### config.mk
export PLATFORM = sky130hd
export DESIGN_NAME = sqrt_datapath
export DESIGN_NICKNAME = d
export VERILOG_FILES = /design/src/rtl/sqrt_pkg.sv /design/src/rtl/sqrt_alu.sv /design/src/rtl/sqrt_datapath.sv
export SDC_FILE = /design/constraint.sdc
export NUM_CORES = 1
export LEC_CHECK = 0
export ABC_AREA = 1
export CELL_PAD_IN_SITES_DETAIL_PLACEMENT = 2
export CELL_PAD_IN_SITES_GLOBAL_PLACEMENT = 2
export CORE_ASPECT_RATIO = 1.1
export CORE_MARGIN = 4
export CORE_UTILIZATION = 31
export CTS_CLUSTER_SIZE = 8
export DETAILED_ROUTE_END_ITERATION = 10
export GPL_TIMING_DRIVEN = 0
export PLACE_DENSITY_LB_ADDON = 0.08
export SLEW_MARGIN = 20
export SYNTH_ARGS = -nofsm -noshare
export SYNTH_HDL_FRONTEND = slang
export SYNTH_SLANG_ARGS = --single-unit
### constraint.sdc
create_clock -name Clk -period 4.1 [get_ports Clk]
set_input_delay 0.82 -clock Clk [delete_from_list [all_inputs] [get_ports Clk]]
set_output_delay 0.82 -clock Clk [all_outputs]
set_load 0.02 [all_outputs]
### src/rtl/sqrt_pkg.sv
// rtl/sqrt_pkg.sv - shared constants for the integer square-root datapath
package sqrt_pkg;

  localparam int W_DEF = 8;
  localparam int OE_N  = 12;

  // Bus-source bit positions within OE
  localparam int OE_X    = 0;
  localparam int OE_R1   = 1;
  localparam int OE_R2   = 2;
  localparam int OE_R3   = 3;
  localparam int OE_R4   = 4;
  localparam int OE_R5   = 5;
  localparam int OE_ALU1 = 6;
  localparam int OE_ALU2 = 7;
  localparam int OE_K0   = 8;
  localparam int OE_K1   = 9;
  localparam int OE_K2   = 10;
  localparam int OE_K3   = 11;

  localparam logic [1:0] OP_ADD  = 2'b00;
  localparam logic [1:0] OP_SUB  = 2'b01;
  localparam logic [1:0] OP_SHR  = 2'b10;
  localparam logic [1:0] OP_PASS = 2'b11;

endpackage

### src/rtl/sqrt_alu.sv
// rtl/sqrt_alu.sv - combinational add/sub/shift/pass ALU, modulo 2^W
module sqrt_alu
  import sqrt_pkg::*;
#(
  parameter int W = W_DEF
) (
  input  logic [W-1:0] A,
  input  logic [W-1:0] B,
  input  logic [1:0]   Op,
  output logic [W-1:0] Y
);

  always_comb begin
    Y = A;
    case (Op)
      OP_ADD:  Y = A + B;
      OP_SUB:  Y = A - B;
      OP_SHR:  Y = A >> 1;
      default: Y = A;
    endcase
  end

endmodule

### src/rtl/sqrt_datapath.sv
// rtl/sqrt_datapath.sv - operand/iteration/result registers, shared bus, flags
module sqrt_datapath
  import sqrt_pkg::*;
#(
  parameter int W = W_DEF
) (
  input  logic            Clk,
  input  logic            Reset,
  input  logic [W-1:0]    X,
  input  logic [OE_N-1:0] OE,
  input  logic [1:0]      Op1,
  input  logic [1:0]      Op2,
  input  logic            R1,
  input  logic            R2,
  input  logic            R3,
  input  logic            R4,
  input  logic            R5,
  output logic [W-1:0]    Bus,
  output logic            Le,
  output logic [W-1:0]    Result,
  output logic            Valid,
  output logic            Err
);

  logic [W-1:0] reg1, reg2, reg3, reg4, reg5;
  logic [W-1:0] alu1_y, alu2_y;
  logic [W-1:0] src [OE_N];
  logic         load_any;
  logic         multi_hot;

  sqrt_alu #(.W(W)) u_alu1 (.A(reg1), .B(reg2), .Op(Op1), .Y(alu1_y));
  sqrt_alu #(.W(W)) u_alu2 (.A(reg2), .B(reg3), .Op(Op2), .Y(alu2_y));

  always_comb begin
    src[OE_X]    = X;
    src[OE_R1]   = reg1;
    src[OE_R2]   = reg2;
    src[OE_R3]   = reg3;
    src[OE_R4]   = reg4;
    src[OE_R5]   = reg5;
    src[OE_ALU1] = alu1_y;
    src[OE_ALU2] = alu2_y;
    src[OE_K0]   = W'(0);
    src[OE_K1]   = W'(1);
    src[OE_K2]   = W'(2);
    src[OE_K3]   = W'(3);
  end

  // Wired-OR of every enabled source keeps contention deterministic
  always_comb begin
    Bus = '0;
    for (int i = 0; i < OE_N; i++) begin
      if (OE[i]) Bus = Bus | src[i];
    end
  end

  assign load_any  = R1 | R2 | R3 | R4 | R5;
  assign multi_hot = (OE & (OE - 1'b1)) != '0;
  assign Le        = reg1 <= reg4;
  assign Result    = reg5;

  always_ff @(posedge Clk or negedge Reset) begin
    if (!Reset) begin
      reg1  <= '0;
      reg2  <= '0;
      reg3  <= '0;
      reg4  <= '0;
      reg5  <= '0;
      Valid <= 1'b0;
      Err   <= 1'b0;
    end else begin
      if (R1) reg1 <= Bus;
      if (R2) reg2 <= Bus;
      if (R3) reg3 <= Bus;
      if (R4) reg4 <= Bus;
      if (R5) reg5 <= Bus;
      Valid <= R5;
      if (load_any && multi_hot) Err <= 1'b1;
    end
  end

endmodule

# After elaboration in Yosys (flattened, before gate mapping)
# Cells that the tools add are included.
[classes]
n_eq_ne = 4
add_sub_neg = 5
n_mux = 13
n_reduce_logical = 4
bitwise_logic = 12
magnitude_cmp = 1
[ops]
columns = ["cell", "n"]
rows = [
  ["$mux W8", 8],
  ["$or A8 B8 Y8", 7],
  ["$pmux W8 S3", 2],
  ["$add A8 B8 Y8", 2],
  ["$sub A8 B8 Y8", 2],
  ["$and A12 B12 Y12", 1],
  ["$reduce_bool A12 Y1", 1],
  ["$sub A12 B1 Y12 const B", 1],
  ["$le A8 B8 Y1", 1],
  ["$eq A2 B1 Y1 const B", 2],
  ["$eq A2 B2 Y1 const B", 2],
  ["$logic_not A2 Y1", 2],
  ["$mux W2", 2],
  ["$or A1 B1 Y1", 4],
  ["$logic_and A1 B1 Y1", 1],
  ["$mux W1", 1],
]
[totals]
word_cells = 46
reg_bits = 42
in_bits = 31
output_inout_bits = 19

# Logic depth before layout (Yosys ltp)
[depth]
word_depth = 18
ltp_mapped = 22
mapped_depth_nobuf = 22

# By module
# A second synthesis with hierarchy kept.
[hier_totals]
cells_unflattened = 576
hier_area_um2 = 3811.2
[modules_own_cells]
columns = ["module", "area_each_um2", "seq_area_each_um2", "n_inst", "cells_each"]
rows = [
  ["sqrt_datapath", 2514.9, 1051.0, 1, 336],
  ["sqrt_alu", 648.1, 0.0, 2, 120],
]

# Least setup slack after synthesis
# Ideal clock, no wire load.
[synth_path]
path_type = "input -> output"
startpoint = "input Op1[1]"
endpoint = "output Bus[4]"
required_ns = 3.280
cell_stages = 13
path_slack_ns = 0.880
path_buffers = 0
arrival_ns = 2.400
cell_sequence = "inv_2 nand2_4 nand2_1 o21ai_0 fa_1 inv_1 nand2_1 a21oi_1 o21ai_0 nand2_1 nor2_1 o21ai_1 nand3_2"
[synth_between]
elab_chain_cells = 6
word_cells_on_any_way = 8
classes_between = "2 x eq/ne; 3 x mux; 2 x bitwise; 1 x reduce/logical"
[synth_lines]
columns = ["item", "line_no", "source"]
rows = [
  ["start: declaration", "sqrt_datapath.sv:11", "input logic [1:0] Op1,"],
  ["$eq A2 B2 Y1 (tied with other cells)", "sqrt_alu.sv:15", "case (Op)"],
  ["$pmux W8 S3 (*)", "sqrt_alu.sv:15", ""],
  ["$or A8 B8 Y8 (*)", "sqrt_datapath.sv:53", "if (OE[i]) Bus = Bus | src[i];"],
  ["$mux W8 (*)", "sqrt_datapath.sv:53", ""],
  ["$or A8 B8 Y8", "sqrt_datapath.sv:53", ""],
  ["$mux W8 (*)", "sqrt_datapath.sv:53", ""],
  ["end: declaration", "sqrt_datapath.sv:18", "output logic [W-1:0] Bus,"],
]
# Mark *: on every way between the ends. The rest lies on a longest branch, timed or not.

# Worst setup path after layout
[layout_path]
startpoint = "input Op2[1]"
endpoint = "output Bus[3]"
[layout_between]
elab_chain_cells = 4
word_cells_on_any_way = 6
classes_between = "2 x eq/ne; 2 x mux; 1 x bitwise; 1 x reduce/logical"
[layout_lines]
columns = ["item", "line_no", "source"]
rows = [
  ["start: declaration", "sqrt_datapath.sv:12", "input logic [1:0] Op2,"],
  ["$eq A2 B2 Y1 (tied with other cells)", "sqrt_alu.sv:15", ""],
  ["$pmux W8 S3 (*)", "sqrt_alu.sv:15", ""],
  ["$or A8 B8 Y8 (*)", "sqrt_datapath.sv:53", ""],
  ["$mux W8 (*)", "sqrt_datapath.sv:53", ""],
]
# Marks and branches as above.

==> run summary <==
The actual transition at the worst max-transition pin is 612 ps. For this run, design rule violations remaining after detail routing come to 0. The critical path is of the in2out type. The net count after synthesis is 608.

The effective utilization at floorplan came out at 0.318. The post-synthesis area per instance came out at 6.65 um^2. The boundary pin count came out at 50.

In the final layout, the share of cells above drive strength 1 is 0.141. At the later pin of the worst-skew pair, clock insertion delay measures 290 ps. In this run the number of cells on the critical path is 14. sky130_fd_sc_hd__nand2_1 is the most common cell in the netlist.

The number of failing setup endpoints in the final timing report came out at 0. The H-tree depth came out at 2. The flow ran to the end, and the final reports show no timing, DRC or antenna violations. The most frequent cell on the critical path is sky130_fd_sc_hd__nand2_1. The number of synthesized register bits came out at 42. The number of hold-slack violations in the final timing report came out at 0. The analysis attributes to cell leakage a power of 2.39 nW.

The filler cells instantiated in the layout total 1419. The final count of pins violating max slew came to 0. The required time at the worst-slack endpoint came out at 3280 ps. The maximum number of buffers from clock root to sink is 2.

The number of antenna diodes in the final layout is 0. Together, buffers and inverters on the worst path number 3. The share of the synthesized area in the top cell type is 0.287. The setup skew after layout came out at 6.43 ps. The maximum clock frequency is 253 MHz. The post-place instance area is 4310 um^2.

The number of synthesized flops with an enable pin is 0. The wire length of the first global-routing pass came out at 24400 um. The number of instances in the synthesized netlist is 551. The most critical setup path has its startpoint at Op2[1].

After the first detailed-routing iteration, the DRC count stood at 153. The endpoint identified for the worst register-to-register timing path is reg2[7]$_DFFE_PN0P_. The buffer type at the clock tree root is sky130_fd_sc_hd__clkbuf_16.

For this run, the register share of the synthesized area comes to 0.287. The proportion of register bits with asynchronous set or reset after synthesis is 1.00. The area of the mapped netlist is 3660 um^2. The horizontal die dimension came out at 112 um. The final period utilization is 0.963. Across the run, the number of max-cap violations was 0. The worst slack at placement came out at -973 ps. The remaining antenna violation count is 0. The minimum clock period is 3950 ps. The worst-case vdd ir drop came out at 0.241 mV.

The die covers 13600 um^2. In the post-route analysis, the smallest setup slack over all paths is 152 ps. The destination of the critical timing path is Bus[3].

Ranked by total cell area, the synthesized netlist is headed by sky130_fd_sc_hd__dfrtp_1 (29%), sky130_fd_sc_hd__nand2_1 (20%), sky130_fd_sc_hd__inv_1 (8.4%), sky130_fd_sc_hd__ha_1 (8.2%), sky130_fd_sc_hd__o21ai_0 (4.1%). The Yosys step of the flow raised 0 warnings. The startpoint identified for the worst register-to-register timing path is reg2[0]$_DFFE_PN0P_. The clock sink count is 42. The reg-to-reg setup timing slack is 1130 ps. The vertical extent of the die came out at 122 um.

The highest fanout seen on the critical path is 9. Traced cell by cell, the critical path runs through clkbuf_4 > clkinv_4 > nand2_4 > nand2_1 > xor2_1 > ha_1 > a21oi_2 > nand2_1 > a21oi_1 > o21ai_1 > o211ai_1 > nand2_1 > nand3_4 > clkdlybuf4s15_2. The via count of the first global-routing pass is 4344.

The initial antenna violation count came to 0. The final net count is 665. The number of buffers inserted by port buffering is 44. The global routing usage summed across all routing layers is 0.232. The startpoint class of the critical path is a primary input. The path class of the tightest hold or removal check is in2async.

Once detailed placement completed, the half-perimeter wirelength came to 12100 um. sky130_fd_sc_hd__dfrtp_1 takes more of the synthesized area than any other cell. The number of core rows is 41. TritonCTS built the clock tree. The hold buffer count at CTS came out at 0.

Sorting the synthesized cells by how often they occur yields sky130_fd_sc_hd__nand2_1 (196), sky130_fd_sc_hd__inv_1 (82), sky130_fd_sc_hd__dfrtp_1 (42), sky130_fd_sc_hd__o21ai_0 (30), sky130_fd_sc_hd__a21oi_1 (26). The number of distinct library cells after synthesis came out at 40. The largest single stage delay on the critical path is 370 ps. The core box area is 11500 um^2.

After detailed routing, the number of vias per cell comes to 5.18. The number of buffers created by CTS is 5. Dividing total power by cell area gives a power density of 353 nW/um^2. The post-CTS clock slew at the launch and capture registers of the worst setup and hold paths is 60 ps. The overall via count from detail_route came out at 3935. For this run the aggregate overflow at the end of global routing stands at 0. The area growth from synthesis to final layout is 26.9%. The slowest stage of the critical path is the sky130_fd_sc_hd__ha_1 cell. The total non-filler cell area in the finished layout is 4650 um^2. The category of the worst setup path capture point is an output pin.

For this run, the leading register cell type out of synthesis is sky130_fd_sc_hd__dfrtp_1. The first-pass iteration count of the detailed router is 4. The routability congestion estimate from global placement is 0.848. The total length of routed wires came out at 15400 um.

For the worst setup path, the data arrival time is 3130 ps. The relative slew slack is 0.592. The pin count of the biggest net entering global routing is 26.

Among cell families on the critical path, the largest total delay comes from simple AND/OR/NAND/NOR gates. The average detailed-routed wire length per instance came out at 20.2 um. The count of cells along the worst register-to-register path is 21.
-- flip-flops by register name, indices dropped and copies added, names as in the netlist --
| name | flops |
|---|---|
| Result | 8 |
| reg1 | 8 |
| reg2 | 8 |
| reg3 | 8 |
| reg4 | 8 |
| Err | 1 |
| Valid | 1 |
-- per-layer routing --
layer  global-route usage  wire (um)  part of all wire  vias up
met5                    0          0                 0        -
met3               0.0283        488             0.032        9
met2                0.416       7620              0.50       79
met4               0.0449        163             0.011        0
met1                0.300       7080              0.46     1954
li1                     -          -                 -     1893
-- logic make-up after synthesis --
logic type / count (synthesis) / share of synthesized area
adder cells (fa/ha/maj): 26 / 0.0929
XOR/XNOR: 12 / 0.0287
buffers and inverters: 100 / 0.108
AO/OA/AOI/OAI: 100 / 0.161
flip-flops: 42 / 0.287
AND/OR/NAND/NOR: 271 / 0.323
-- power breakdown --
part | switching, W | internal [W] | leakage, nW | total, W
clock | 0.000167 | 0.000288 | 0.0771 | 0.000455
sequential | 0.0000566 | 0.000452 | 0.454 | 0.000509
combinational | 0.000423 | 0.000257 | 1.86 | 0.000680
-- cells in the final DEF, fill, tap and decap left out, types with 5 or more instances in the layout --
cell,instances
sky130_fd_sc_hd__o21ai_1,11
sky130_fd_sc_hd__nand3_1,18
sky130_fd_sc_hd__clkdlybuf4s50_1,32
sky130_fd_sc_hd__nor2_1,20
sky130_fd_sc_hd__buf_2,9
sky130_fd_sc_hd__nor2_2,6
sky130_fd_sc_hd__o221ai_1,7
sky130_fd_sc_hd__clkbuf_16,5
sky130_fd_sc_hd__nor3_1,7
sky130_fd_sc_hd__buf_4,7
sky130_fd_sc_hd__o21ai_0,28
sky130_fd_sc_hd__nand3_4,5
sky130_fd_sc_hd__ha_1,19
sky130_fd_sc_hd__dfrtp_1,40
sky130_fd_sc_hd__a21oi_1,25
sky130_fd_sc_hd__o22ai_1,9
sky130_fd_sc_hd__nand4_1,6
sky130_fd_sc_hd__inv_2,7
sky130_fd_sc_hd__nand2_1,195
sky130_fd_sc_hd__xor2_1,7
sky130_fd_sc_hd__inv_1,79
-- worst min path at each step --
| stage | end | cells past startpoint |
|---|---|---|
| after floorplan | reg4[4]$_DFFE_PN0P_ | 2 |
| after global placement | Err$_DFFE_PN0P_ | 2 |
| after detailed placement | Err$_DFFE_PN0P_ | 2 |
| after CTS | reg4[5]$_DFFE_PN0P_ | 1 |
| after global routing | reg4[5]$_DFFE_PN0P_ | 1 |
| final | reg4[5]$_DFFE_PN0P_ | 1 |
-- through the flow --
step / cells / util / hold slack, ps / total power [W] / setup TNS [ps]
CTS: 759 / 0.399 / 486 / 0.00164 / 0
floorplan: 551 / - / 449 / 0.000904 / 0
finish: 759 / 0.403 / 476 / 0.00164 / 0
global route: 759 / 0.403 / 503 / 0.00176 / -4.47
detailed placement: 746 / 0.373 / 474 / 0.00115 / -5590
global placement: 745 / 0.372 / 450 / 0.00112 / -5170
-- layout make-up --
| class | instances | area [um^2] | area share |
|---|---|---|---|
| Buffer | 10 | 57.6 | 0.0124 |
| Clock buffer | 6 | 129 | 0.0277 |
| Clock inverter | 2 | 37.5 | 0.00807 |
| Inverter | 90 | 348 | 0.0748 |
| Multi-Input combinational cell | 409 | 2370 | 0.509 |
| Sequential cell | 42 | 1050 | 0.227 |
| Tap cell | 150 | 188 | 0.0404 |
| Timing Repair Buffer | 50 | 469 | 0.101 |
-- what timing repair did --
item                                    in CTS  in global routing
gates resized for setup                     50                 20
pin swaps                                    7                  2
setup buffers                                5                  0
endpoints found under the setup margin       8                  7
Power figures use the tool's default switching activity.
